**config.mk**
```make
export PLATFORM = sky130hd
export DESIGN_NAME = bitwise_result_serializer
export DESIGN_NICKNAME = d
export VERILOG_FILES = /design/src/rtl/bitwise_result_serializer.sv
export SDC_FILE = /design/constraint.sdc
export NUM_CORES = 1
export LEC_CHECK = 0
export CORE_UTILIZATION = 52
export DETAILED_ROUTE_END_ITERATION = 10
export HOLD_SLACK_MARGIN = 0.05
export PLACE_DENSITY = 0.84
export SYNTH_ARGS = -nofsm -noshare
export SYNTH_HDL_FRONTEND = slang
export SYNTH_SLANG_ARGS = --single-unit
```
**constraint.sdc**
```tcl
create_clock -name clk -period 2.67 [get_ports clk]
set_input_delay 0.267 -clock clk [delete_from_list [all_inputs] [get_ports clk]]
set_output_delay 0.267 -clock clk [all_outputs]
set_load 0.02 [all_outputs]
```
**src/rtl/bitwise_result_serializer.sv**
```systemverilog
// Captures the seven bitwise_operators results on load and streams them out one word per
// beat over a valid/ready handshake, counting completed frames and flagging dropped loads.
module bitwise_result_serializer #(
   parameter int unsigned WIDTH = 4,
   parameter int unsigned CNT_W = 8
) (
   input  logic             clk,
   input  logic             rst,
   input  logic             load,
   input  logic [WIDTH-1:0] u,
   input  logic [WIDTH-1:0] v,
   input  logic [WIDTH-1:0] w,
   input  logic [WIDTH-1:0] x,
   input  logic [WIDTH-1:0] y,
   input  logic [WIDTH-1:0] z,
   input  logic [WIDTH-1:0] s,
   output logic             out_valid,
   input  logic             out_ready,
   output logic [WIDTH-1:0] out_data,
   output logic [2:0]       out_idx,
   output logic             out_last,
   output logic             busy,
   output logic             load_drop,
   output logic [CNT_W-1:0] frame_cnt
);

   typedef enum logic [0:0] {StIdle, StSend} state_e;

   state_e           state_q, state_d;
   logic [2:0]       idx_q, idx_d;
   logic [WIDTH-1:0] cap_q [7];
   logic             fire, final_beat, capture, drop_d;

   always_comb begin
      fire       = (state_q == StSend) && out_ready;
      final_beat = fire && (idx_q == 3'd6);
      // A load on the final transfer edge chains the next frame instead of being dropped.
      capture    = load && ((state_q == StIdle) || final_beat);
      drop_d     = load && (state_q == StSend) && !final_beat;

      state_d = state_q;
      idx_d   = idx_q;
      if (capture) begin
         state_d = StSend;
         idx_d   = 3'd0;
      end else if (final_beat) begin
         state_d = StIdle;
         idx_d   = 3'd0;
      end else if (fire) begin
         idx_d = idx_q + 3'd1;
      end
   end

   always_ff @(posedge clk or posedge rst) begin
      if (rst) begin
         state_q   <= StIdle;
         idx_q     <= 3'd0;
         load_drop <= 1'b0;
         frame_cnt <= '0;
         for (int i = 0; i < 7; i++) cap_q[i] <= '0;
      end else begin
         state_q   <= state_d;
         idx_q     <= idx_d;
         load_drop <= drop_d;
         if (final_beat) frame_cnt <= frame_cnt + 1'b1;
         if (capture) begin
            cap_q[0] <= u;
            cap_q[1] <= v;
            cap_q[2] <= w;
            cap_q[3] <= x;
            cap_q[4] <= y;
            cap_q[5] <= z;
            cap_q[6] <= s;
         end
      end
   end

   always_comb begin
      out_valid = (state_q == StSend);
      busy      = (state_q == StSend);
      out_idx   = idx_q;
      out_last  = out_valid && (idx_q == 3'd6);
      out_data  = '0;
      if (out_valid) begin
         case (idx_q)
            3'd0:    out_data = cap_q[0];
            3'd1:    out_data = cap_q[1];
            3'd2:    out_data = cap_q[2];
            3'd3:    out_data = cap_q[3];
            3'd4:    out_data = cap_q[4];
            3'd5:    out_data = cap_q[5];
            3'd6:    out_data = cap_q[6];
            default: out_data = '0;
         endcase
      end
   end

endmodule
```
==> results.cfg <==
[finish]
multi_input_area_um2 = 861
final_area_um2 = 2590
n_antenna_cell = 0
seq_area_um2 = 1030
area_growth_pct = 31.8
fill_cells = 242
fin_util_pct = 74.6
final_cell_count_no_fill = 254
nNetsFinal = 245
drive_above_1_share_pct = 13.9

[floorplanning]
io_pins = 51
fp-row-count = 21
core_area_um2 = 3470
die-height_um = 63.4
initial_core_util_pct = 56.6
die_area_um2 = 4030
die_w_um = 63.4

[status]
status = finished, final reports clean

[timing]
fin_crit_ps = 2490
slew_headroom_pct = 66.5
period_share_pct = 93.3
tightest_slew_ps = 503
hold_violations = 0
holdWs_ps = 405
setup_ws_ps = 180
skew_ps = 6.05
max_freq_mhz = 402
setup_violations = 0
tns_ps = 0
slew_violations = 0
rsz0062_at_grt = false

[drt]
wl_per_cell_um = 16.5
totalWireLength_mm = 4.18
num_vias = 1419
ant_nets = 0
vias_per_cell = 5.59
drc = 0
firstDrtPassIters = 4
wl_met3_um = 196
top_layer = met4
m1WireLength_mm = 1.81
wl_met2_mm = 2.13
drt_first_iter_violations = 60

[synth]
syn-instance-count = 155
synthDistinctLibCells = 32
synth_top_area_share_pct = 52.3
synthTopCellsByArea = dfrtp_1, mux2_1, mux2_2, ha_1, xor2_1
synth_ff_type = dfrtp_1
avgSynthCellArea_um2 = 12.7
yosys.area.top_type = dfrtp_1
yosys_warnings = 0
async_flop_share_pct = 100
synth_seq_cells = 41
synth_edf_count = 0
syn-cell-area_um2 = 1960
syn_nets = 193
ys_seq_area_share_pct = 52.3

[global_routing]
grt_max_degree = 42
antenna_found_initial = 0
grt_pass1_vias = 1468
grt.overflow.total = 0
grt_pass1_wl_mm = 7.09
grt_util_all_layers_pct = 23.1

[worst_setup_path]
cp.arrival_ps = 2220
regToRegStartpoint = out_idx[0]
cp_max_fo = 7
r2r_slack_ps = 520
critical_path.endpoint_type = output pin
critPathLaunchType = flop
worstReg2RegEnd = cap_q[6]
cp_data_required_time_ps = 2400
r2r_cells = 7
crit_type = flop to output pin

[placed_design]
gp_congestion = 0.774
hpwl_mm = 3.04
dpl_worst_slack_ps = 182
dpl.cell_count = 246
placed_area_um2 = 2490
io_buffer_count = 50

[pwr]
power_leakage_nw = 1.15
vdd_drop_max_mv = 0.600
power_mw = 2.73
pwr_density_cell_nw_per_um2 = 1050

[clock_tree]
clk_path_buf_depth = 2
cts_setup_buffers = 0
cts_tree = yes
clk_pin_slew_ps = 70
h-tree-depth = 2
clock_latency_ps = 290
hold_buffers = 0
root_buffer = clkbuf_8
cts_buffers = 5
cts_sinks = 41

[run]
drv_cap = 0

[min_path]
min_path_type = primary input to async pin
-- cell usage in the layout, fill, tap and decap left out, types with 4 or more instances in the layout --
cell,instances
mux2_2,10
a22oi_1,6
nand3_1,5
inv_1,5
mux2_1,20
a22o_1,4
dfrtp_1,41
clkbuf_8,5
nand2_1,5
xor2_1,6
clkdlybuf4s50_1,46
buf_4,6
a32oi_1,4
a21oi_1,6
-- worst max-delay path by stage --
stage	from	slack, ps	cells past startpoint	end
2_1_floorplan	out_idx[0]	640	5	out_data[0]
3_3_place_gp	out_idx[0]	280	6	out_data[1]
3_5_place_dp	out_idx[0]	180	6	out_data[1]
4_1_cts	out_idx[0]	0.5	6	out_data[3]
5_1_grt	out_idx[0]	80	6	out_data[1]
6_report	out_idx[0]	180	6	out_data[1]
-- power breakdown --
part | switching [mW] | internal [mW] | total [mW]
clock | 0.195 | 0.186 | 0.380
sequential | 0.191 | 0.888 | 1.08
combinational | 0.628 | 0.639 | 1.27
total | 1.01 | 1.71 | 2.73
-- registers in the layout (all words and copies together), names as in the netlist --
register / flops
load_drop: 1
busy: 1
frame_cnt: 8
cap_q: 28
out_idx: 3
-- metal layers --
layer  vias to the layer above  GRT usage [%]
met4                         0           7.10
li1                        664              -
met1                       697           28.7
met2                        54           37.9
met3                         4           7.61
met5                         -              0
-- Yosys cell counts, types with 3 or more instances --
| master | instances |
|---|---|
| xor2_1 | 6 |
| nand2_1 | 5 |
| mux2_2 | 10 |
| nor2_1 | 3 |
| a22o_1 | 4 |
| a31oi_1 | 3 |
| nand3_1 | 5 |
| clkbuf_1 | 3 |
| mux2_1 | 20 |
| buf_4 | 5 |
| ha_1 | 6 |
| nor2b_1 | 3 |
| dfrtp_1 | 41 |
| a32oi_1 | 4 |
| a21oi_1 | 6 |
| inv_1 | 5 |
| a22oi_1 | 6 |
-- worst max-delay path, stage by stage, from the launching register on --
cell           delay (ps)
dfrtp_1               460
ha_1                  240
ha_1                  270
o41ai_2               410
buf_4                 190
a31oi_1                40
dlygate4sd2_1         330
-- cell families (layout without fill, tap and decap cells) --
logic type               count (synthesis)  in the layout  share of synthesized area [%]
AO/OA/AOI/OAI                           28             28                           10.4
buffers and inverters                   16             69                           4.84
XOR/XNOR                                 7              7                           3.12
adder cells (fa/ha/maj)                  6              6                           3.82
AND/OR/NAND/NOR                         25             25                           7.33
multiplexers                            32             32                           18.2
flip-flops                              41             41                           52.3
-- layout make-up --
cell class | instances | area share, %
Clock buffer | 8 | 3.09
Inverter | 5 | 0.725
Multi-Input combinational cell | 98 | 33.3
Sequential cell | 41 | 39.7
Tap cell | 46 | 2.22
Timing Repair Buffer | 56 | 21.0
-- repair_timing --
action | 4_1_cts | 5_1_grt
setup endpoints to repair | 4 | 1
resized for setup | 7 | 1
endpoints found under the hold margin | 0 | 0
pin swaps | 0 | 0
Note: power is estimated with default switching activity, not from simulation.
